File: src/rtl/rv_instr_encoder_pkg.sv
// Shared RV32I format and opcode constants.
// Used by the instruction encoder and by the UC opcode decoder.
package rv_instr_encoder_pkg;

    localparam logic [2:0] FMT_R      = 3'd0;
    localparam logic [2:0] FMT_I_LOAD = 3'd1;
    localparam logic [2:0] FMT_I_ALU  = 3'd2;
    localparam logic [2:0] FMT_I_JALR = 3'd3;
    localparam logic [2:0] FMT_S      = 3'd4;
    localparam logic [2:0] FMT_B      = 3'd5;
    localparam logic [2:0] FMT_U      = 3'd6;
    localparam logic [2:0] FMT_J      = 3'd7;

    localparam logic [6:0] OP_R      = 7'b0110011;
    localparam logic [6:0] OP_I_LOAD = 7'b0000011;
    localparam logic [6:0] OP_I_ALU  = 7'b0010011;
    localparam logic [6:0] OP_I_JALR = 7'b1100111;
    localparam logic [6:0] OP_S      = 7'b0100011;
    localparam logic [6:0] OP_B      = 7'b1100011;
    localparam logic [6:0] OP_U      = 7'b0110111;
    localparam logic [6:0] OP_J      = 7'b1101111;

    function automatic logic [6:0] fmt_opcode(input logic [2:0] f);
        logic [6:0] op;
        case (f)
            FMT_R:      op = OP_R;
            FMT_I_LOAD: op = OP_I_LOAD;
            FMT_I_ALU:  op = OP_I_ALU;
            FMT_I_JALR: op = OP_I_JALR;
            FMT_S:      op = OP_S;
            FMT_B:      op = OP_B;
            FMT_U:      op = OP_U;
            default:    op = OP_J;
        endcase
        return op;
    endfunction

endpackage

File: src/rtl/rv_imm_pack.sv
// Combinational immediate packer: places the immediate in its RV32I bit
// positions and range-checks it. Ports: fmt, funct3, funct7, imm in;
// imm_bits (word with only immediate/shift bits set), range_ok out.
module rv_imm_pack
    import rv_instr_encoder_pkg::*;
(
    input  logic [2:0]  fmt,
    input  logic [2:0]  funct3,
    input  logic [6:0]  funct7,
    input  logic [31:0] imm,
    output logic [31:0] imm_bits,
    output logic        range_ok
);

    logic fits12;
    logic fits13;
    logic fits21;
    logic is_shift;

    // Signed fit: every bit above the sign bit equals the sign bit.
    assign fits12 = (imm[31:11] == '0) || (imm[31:11] == '1);
    assign fits13 = (imm[31:12] == '0) || (imm[31:12] == '1);
    assign fits21 = (imm[31:20] == '0) || (imm[31:20] == '1);
    assign is_shift = (funct3 == 3'b001) || (funct3 == 3'b101);

    always_comb begin
        imm_bits = '0;
        range_ok = 1'b1;
        case (fmt)
            FMT_I_LOAD, FMT_I_JALR: begin
                imm_bits = {imm[11:0], 20'b0};
                range_ok = fits12;
            end
            FMT_I_ALU: begin
                if (is_shift) begin
                    // Shift amount sits where imm[4:0] would, funct7 above it.
                    imm_bits = {funct7, imm[4:0], 20'b0};
                    range_ok = (imm[31:5] == '0);
                end else begin
                    imm_bits = {imm[11:0], 20'b0};
                    range_ok = fits12;
                end
            end
            FMT_S: begin
                imm_bits = {imm[11:5], 13'b0, imm[4:0], 7'b0};
                range_ok = fits12;
            end
            FMT_B: begin
                imm_bits = {imm[12], imm[10:5], 13'b0,
                            imm[4:1], imm[11], 7'b0};
                range_ok = fits13 && !imm[0];
            end
            FMT_U: begin
                imm_bits = {imm[31:12], 12'b0};
                range_ok = (imm[11:0] == '0);
            end
            FMT_J: begin
                imm_bits = {imm[20], imm[10:1], imm[11],
                            imm[19:12], 12'b0};
                range_ok = fits21 && !imm[0];
            end
            default: begin
                imm_bits = '0;
                range_ok = 1'b1;
            end
        endcase
    end

endmodule

File: src/rtl/rv_instr_encoder.sv
// Sequential RV32I encoder: accepts a field bundle, builds the word and
// writes it to instruction memory at an auto-incrementing word address.
// Ports: clk, rst_n, clr; in_valid/in_ready + fields in; wr_en/wr_addr/
// wr_data/wr_ack memory write; sticky err (bad immediate) and wrap.
module rv_instr_encoder
    import rv_instr_encoder_pkg::*;
#(
    parameter int unsigned ADDR_W    = 8,
    parameter int unsigned BASE_ADDR = 0
) (
    input  logic              clk,
    input  logic              rst_n,
    input  logic              clr,
    input  logic              in_valid,
    output logic              in_ready,
    input  logic [2:0]        fmt,
    input  logic [2:0]        funct3,
    input  logic [6:0]        funct7,
    input  logic [4:0]        rd,
    input  logic [4:0]        rs1,
    input  logic [4:0]        rs2,
    input  logic [31:0]       imm,
    output logic              wr_en,
    output logic [ADDR_W-1:0] wr_addr,
    output logic [31:0]       wr_data,
    input  logic              wr_ack,
    output logic              err,
    output logic              wrap
);

    localparam logic [ADDR_W-1:0] BASE = ADDR_W'(BASE_ADDR);

    localparam logic [1:0] IDLE   = 2'd0;
    localparam logic [1:0] ENCODE = 2'd1;
    localparam logic [1:0] WRITE  = 2'd2;

    logic [1:0]  state;
    logic [2:0]  fmt_q;
    logic [2:0]  funct3_q;
    logic [6:0]  funct7_q;
    logic [4:0]  rd_q;
    logic [4:0]  rs1_q;
    logic [4:0]  rs2_q;
    logic [31:0] imm_q;
    logic [31:0] imm_bits;
    logic        range_ok;
    logic [31:0] word;

    // Held low while reset is asserted even though state reads IDLE.
    assign in_ready = rst_n && (state == IDLE);

    rv_imm_pack u_imm_pack (
        .fmt      (fmt_q),
        .funct3   (funct3_q),
        .funct7   (funct7_q),
        .imm      (imm_q),
        .imm_bits (imm_bits),
        .range_ok (range_ok)
    );

    // Register fields not used by a format stay zero in the word.
    always_comb begin
        word = imm_bits | {25'b0, fmt_opcode(fmt_q)};
        case (fmt_q)
            FMT_R:
                word = word | {funct7_q, rs2_q, rs1_q,
                               funct3_q, rd_q, 7'b0};
            FMT_I_LOAD, FMT_I_ALU, FMT_I_JALR:
                word = word | {12'b0, rs1_q, funct3_q, rd_q, 7'b0};
            FMT_S, FMT_B:
                word = word | {7'b0, rs2_q, rs1_q, funct3_q, 12'b0};
            default:
                word = word | {20'b0, rd_q, 7'b0};
        endcase
    end

    always_ff @(posedge clk or negedge rst_n) begin
        if (!rst_n) begin
            state    <= IDLE;
            fmt_q    <= '0;
            funct3_q <= '0;
            funct7_q <= '0;
            rd_q     <= '0;
            rs1_q    <= '0;
            rs2_q    <= '0;
            imm_q    <= '0;
            wr_en    <= 1'b0;
            wr_data  <= '0;
            wr_addr  <= BASE;
            err      <= 1'b0;
            wrap     <= 1'b0;
        end else begin
            case (state)
                IDLE: begin
                    if (clr) begin
                        wr_addr <= BASE;
                        err     <= 1'b0;
                        wrap    <= 1'b0;
                    end
                    if (in_valid) begin
                        fmt_q    <= fmt;
                        funct3_q <= funct3;
                        funct7_q <= funct7;
                        rd_q     <= rd;
                        rs1_q    <= rs1;
                        rs2_q    <= rs2;
                        imm_q    <= imm;
                        state    <= ENCODE;
                    end
                end
                ENCODE: begin
                    if (range_ok) begin
                        wr_data <= word;
                        wr_en   <= 1'b1;
                        state   <= WRITE;
                    end else begin
                        err   <= 1'b1;
                        state <= IDLE;
                    end
                end
                WRITE: begin
                    if (wr_ack) begin
                        wr_en   <= 1'b0;
                        wr_addr <= wr_addr + ADDR_W'(1);
                        if (&wr_addr) wrap <= 1'b1;
                        state   <= IDLE;
                    end
                end
                default: state <= IDLE;
            endcase
        end
    end

endmodule
File: config.mk
export PLATFORM = sky130hd
export DESIGN_NAME = rv_instr_encoder
export DESIGN_NICKNAME = d
export VERILOG_FILES = /design/src/rtl/rv_instr_encoder_pkg.sv /design/src/rtl/rv_imm_pack.sv /design/src/rtl/rv_instr_encoder.sv
export SDC_FILE = /design/constraint.sdc
export NUM_CORES = 1
export LEC_CHECK = 0
export BUFFER_PORTS_ARGS = -buffer_cell sky130_fd_sc_hd__buf_4
export CORE_ASPECT_RATIO = 1.4
export CORE_MARGIN = 2
export CORE_UTILIZATION = 30
export DETAILED_ROUTE_END_ITERATION = 7
export GPL_TIMING_DRIVEN = 0
export PLACE_DENSITY = 0.52
export SYNTH_ARGS = -nofsm -noshare
export SYNTH_HDL_FRONTEND = slang
export SYNTH_SLANG_ARGS = --single-unit
File: constraint.sdc
create_clock -name clk -period 2.7 [get_ports clk]
set_input_delay 0.54 -clock clk [delete_from_list [all_inputs] [get_ports clk]]
set_output_delay 0.54 -clock clk [all_outputs]
set_load 0.1 [all_outputs]
# After elaboration in Yosys (flattened, before gate mapping)
# Index checks and enable logic that the tools add are counted.
# op_classes
reduce_logical	30
n_eq_ne	20
addsub	1
bitwise_logic	5
n_mux	22
# op_table
cell	count
case mux 32 bit (6 select lines)	1
case mux 32 bit (3 select lines)	1
case mux 7 bit (7 select lines)	1
2-to-1 mux 32 bit	1
OR 32 x 12 -> 32 bit	1
OR 32 x 20 -> 32 bit	1
OR 32 x 25 -> 32 bit	1
OR 32 bit	1
OR 32 x 7 -> 32 bit	1
zero test 27 bit	1
zero test 12 bit	2
== test 21 bit (second input constant)	1
zero test 21 bit	1
== test 20 bit (second input constant)	1
zero test 20 bit	1
2-to-1 mux 8 bit	2
case mux 8 bit (2 select lines)	1
== test 3 bit (second input constant)	5
== test 12 bit (second input constant)	1
!= test 2 bit (second input constant)	6
AND reduction 3 bit	3
adder 8 x 1 -> 8 bit (second input constant)	1
AND reduction 8 bit	1
2-to-1 mux 1 bit	7
other kinds (18)	35
# totals
inputBits	65
register_bits	105

# Logic depth before layout (Yosys ltp)
# depth
word_depth	7
ltp_mapped	8
ltp_nobuf	6

# Modules after synthesis
# Synthesis repeated with hierarchy kept, for this count alone.
# hier_totals
cells_unflattened	446
hier_area_um2	4906.0
# modules_own_cells
module	cells_each	area_per_inst_um2	instances
rv_instr_encoder	338	4247.8	1
rv_imm_pack	108	658.1	1

# Worst setup path before layout
# OpenSTA, ideal clock, no wires.
# synth_path
path_type	register to register
start	reg fmt_q[1]
end	reg wr_data[10]
arrival_time_ns	1.983
setup_ns	0.126
setup_slack_ns	0.590
path_stages_with_launch	8
path_cell_list	dfrtp_1 > nor2b_1 > a211o_1 > and3_4 > a221oi_2 > a21oi_4 > buf_6 > mux2_4
# synth_between
elab_chain_len	6
elab_cells_between_ends	21
classes_between	7 x eq/ne; 3 x mux; 5 x bitwise; 6 x reduce/logical
# synth_rtl
element	line	source
start: declaration	rv_instr_encoder.sv:38	logic [2:0] fmt_q;
start signal: assignment	rv_instr_encoder.sv:101	fmt_q <= fmt;
== test 3 x 1 -> 1 bit / == test 3 x 2 -> 1 bit (equally long branches)	rv_imm_pack.sv:29, rv_instr_encoder.sv:64	
OR reduction 2 bit	-	
case mux 32 bit (6 select lines)	rv_imm_pack.sv:29	case (fmt)
OR 32 x 7 -> 32 bit	rv_instr_encoder.sv:63	word = imm_bits | {25'b0, fmt_opcode(fmt_q)};
OR 32 x 12 -> 32 bit (tied with other cells)	rv_instr_encoder.sv:73	word = word | {20'b0, rd_q, 7'b0};
case mux 32 bit (3 select lines)	rv_instr_encoder.sv:64	case (fmt_q)
end signal: assignment	rv_instr_encoder.sv:113	wr_data <= word;
end: declaration	rv_instr_encoder.sv:25	output logic [31:0] wr_data,
# Several ways; a longest one is shown, not always the timed one.
# A chain may end at the register's enable or synchronous reset.

# Worst setup path after layout
# layout_path
start	reg imm_q[23]
end	reg wr_data[14]
# layout_between
elab_chain_len	5
elab_cells_between_ends	15
classes_between	3 x eq/ne; 2 x mux; 10 x reduce/logical
# layout_rtl
element	line	source
start: declaration	rv_instr_encoder.sv:44	logic [31:0] imm_q;
start signal: assignment	rv_instr_encoder.sv:107	imm_q <= imm;
== test 21 bit (tied with other cells)	rv_imm_pack.sv:21	assign fits12 = (imm[31:11] == '0) || (imm[31:11] == '1);
logical OR 1 bit, on equally long branches	rv_imm_pack.sv:21, rv_imm_pack.sv:22, rv_imm_pack.sv:23	
2-to-1 mux 1 bit (tied with other cells)	rv_imm_pack.sv:35	if (is_shift) begin
case mux 1 bit (5 select lines) (*)	rv_imm_pack.sv:29	
AND reduction 2 bit (no line) (*)	-	
# Every way passes the cells marked *; elsewhere a longest branch is shown, timed or not.

==> impl_results.md <==
- Most used cells in the layout excluding fill and tap cells: 109 x buf_4, 104 x dfrtp_1, 65 x mux2_2, 18 x mux2_4, 16 x nand2_1
- Skew-Pair Late Insertion Delay: 0.34 ns
- Drt drc: 0
- Commonest non-fill, non-tap cell in the layout: buf_4
- Area share of the largest cell type after synthesis: 0.550
- Max cap viols: 0
- First-pass GRT wire length: 19300 um
- Layout cells sized above 1: 0.435
- Total iterations of the first detailed-routing run: 4
- Crit-path slowest cell: dfrtp_1
- GR Util All Layers: 0.153
- FP Rows: 54
- Crit path kind: register to register
- Clock Path Buffers: 2
- Part of the power in the clock network: 0.172
- Final worst-path cycle share: 0.941
- Crit path launch type: register
- Post-DP HPWL: 9110 um
- Post-Syn Instances: 364
- Critical Path, Cell by Cell: nand4_1, or3_1, nor3_1, o31ai_1, a21oi_4, buf_6, mux2_4
- P_sw: 3.52 mW
- Leakage power: 2.69 nW
- Die Width: 110 um
- Yosys warnings: 0
- Final WL: 12400 um
- Pwr/cell area: 1220 nW/um2
- TritonCTS Buffers: 9
- Most area-consuming cells after synthesis: dfrtp_1 55%, mux2_2 15%, mux2_4 5.7%
- Final Hold Fails: 0
- Post-Syn Nets: 430
- Critical path required time: 2.92 ns
- Post-CTS setup buffers: 0
- Endpoints failing setup: 0
- #FFs+latches synth: 104
- NumNets Final: 549
- Clock root buffer: clkbuf_16
- Antenna-violating nets left: 0
- RSZ-0062 raised after global routing: false
- Average wire per standard cell: 18.1 um
- Avg Synthesized Cell Area: 13.0 um2
- # fillers: 1558
- CORE AREA: 15500 um2
- WP data arrival: 2.76 ns
- CP startpoint: imm_q[23]
- Critical-path maximum fanout: 10
- Cell Area, Synth: 4730 um2
- Sequential group share of total power: 0.332
- Worst setup EP type: register
- Final min period: 2.54 ns
- Die Area: 16800 um2
- Comb pwr share: 0.496
- R2R Path Start: imm_q[23]
- Peak VDD IR: 599 uV
- Clock tree sinks: 104
- Post-synthesis sequential area ratio: 0.550
- Yosys top cell by area: dfrtp_1
- Tightest hold margin: 0.302 ns
- Outcome: finished, final reports clean
- Setup TNS: 0 ns
- Switch share: 0.473
- Starting DRT DRC Count: 150
- Vias in the first global route: 3532
- CTS clock-pin slew for the worst setup and hold paths: 0.07 ns
- # diodes: 0
- Worst slew margin: 0.335
- Num ports: 109
- Largest net degree at the start of global routing: 106
- Layout area overhead: 28.5%
- Peak Freq: 394 MHz
- Final Skew: 0.00898 ns
- Gpl congestion: 0.890
- Worst-margin pin slew: 0.992 ns
- Via Count: 3324
- Synth unique cells: 45
- Vias per cell: 4.87
- Slew Viols, Final: 0
- Die height: 153 um
- Highest cell delay on the worst timing path: 0.45 ns
- Grt ovf: 0
- CTS tree: yes
- Worst Hold Class: input port to asynchronous set/reset pin
- # port buffers: 108
- CTS H-tree lvls: 3
- Initial Utilization: 0.304
- Initial antenna violation count: 0
- Internal power: 3.92 mW
[worst max-delay path, delay by kind of cell (launching register included)]
kind	cells	cell delay [ns]
flops	1	0.45
mux	1	0.32
simple gates	3	0.92
compound gates	2	0.48
buf+inv	1	0.25
[flip-flops by register name, indices dropped and copies added (netlist names), 2 cells and up]
| register | cells |
|---|---|
| imm_q | 32 |
| wr_data | 31 |
| fmt_q | 3 |
| funct7_q | 7 |
| state | 2 |
| funct3_q | 3 |
| rd_q | 5 |
| rs2_q | 5 |
| rs1_q | 5 |
| wr_addr | 8 |
[timing repair]
action / CTS / global route
gates resized for setup: 1 / 0
endpoints found under the setup margin: 1 / 0
hold buffers: 0 / 0
[synth_stat cells, drive strengths merged]
cell / instances
ha: 1
or3: 2
nor2: 15
clkbuf: 13
dfrtp: 104
nand4: 5
a221o: 1
o31ai: 1
mux2i: 10
o21ai: 10
nor4: 6
o22ai: 9
a21oi: 10
a222oi: 6
nand2b: 6
mux2: 93
o2bb2ai: 1
and2: 3
nand4b: 1
nor3: 2
a211o: 1
or2: 2
xor2: 2
and3: 4
a311oi: 1
nand3: 6
a21o: 2
a221oi: 1
nand3b: 2
nor2b: 3
nor4b: 2
buf: 6
xnor2: 4
nand2: 16
a211oi: 1
a31oi: 1
inv: 11
[cell type report]
type                       count  area (um2)  share of cell area
tap                          196         245              0.0403
clock buffer                  12         246              0.0405
sequential                   104        2600               0.428
inverter                      11        41.3             0.00679
multi-input combinational    230        1990               0.328
timing repair buffer         108         815               0.134
clock inverter                 3        42.5             0.00700
buffer                        19        95.1              0.0156
[power by group through the flow]
stage | Sequential (mW) | Clock (mW) | Combinational [mW]
floorplan | 4.10 | 0 | 1.18
global placement | 2.49 | 0 | 3.68
detailed placement | 2.50 | 0 | 3.71
CTS | 2.48 | 1.32 | 3.72
global route | 2.54 | 1.39 | 3.86
finish | 2.47 | 1.28 | 3.69
[through the flow]
| stage | power, mW | utilization | cell area, um2 | setup WS, ns | std cells |
|---|---|---|---|---|---|
| 3_5_place_dp | 6.20 | 0.372 | 5790 | -0.0209 | 668 |
| 5_1_grt | 7.79 | 0.391 | 6080 | 0.0403 | 683 |
| 3_3_place_gp | 6.17 | 0.372 | 5790 | 0.00431 | 668 |
| 6_report | 7.44 | 0.391 | 6080 | 0.160 | 683 |
| 4_1_cts | 7.52 | 0.391 | 6080 | 0.139 | 683 |
| 2_1_floorplan | 5.28 | - | 4730 | 0.590 | 364 |
[cells by family after synthesis]
group                    Yosys count  share of synthesized area
adder cells (fa/ha/maj)            1                    0.00264
multiplexers                     103                      0.257
XOR/XNOR                           6                     0.0111
AND/OR/NAND/NOR                   75                     0.0838
buffers and inverters             30                     0.0288
AO/OA/AOI/OAI                     45                     0.0666
flip-flops                       104                      0.550
[routing by layer]
metal  global-route usage  share of wire  up-vias  routed length (um)
met5                    0              0        -                   0
met4               0.0482          0.016        0                 194
met3               0.0265          0.042       13                 525
met2                0.267           0.52       93                6490
met1                0.188           0.42     1659                5160
li1                     -              -     1559                   -
[worst paths after layout]
check,end,slack [ns],depth (start not counted)
max,wr_data[14],0.16,7
min,imm_q[8],0.30,1
max reg2reg,wr_data[14],0.16,7
min reg2reg,wr_en,0.48,1
max in group asynchronous,imm_q[13],1.72,1
min in group clk,rs1_q[4],0.43,2
(Power assumes the default switching activity.)
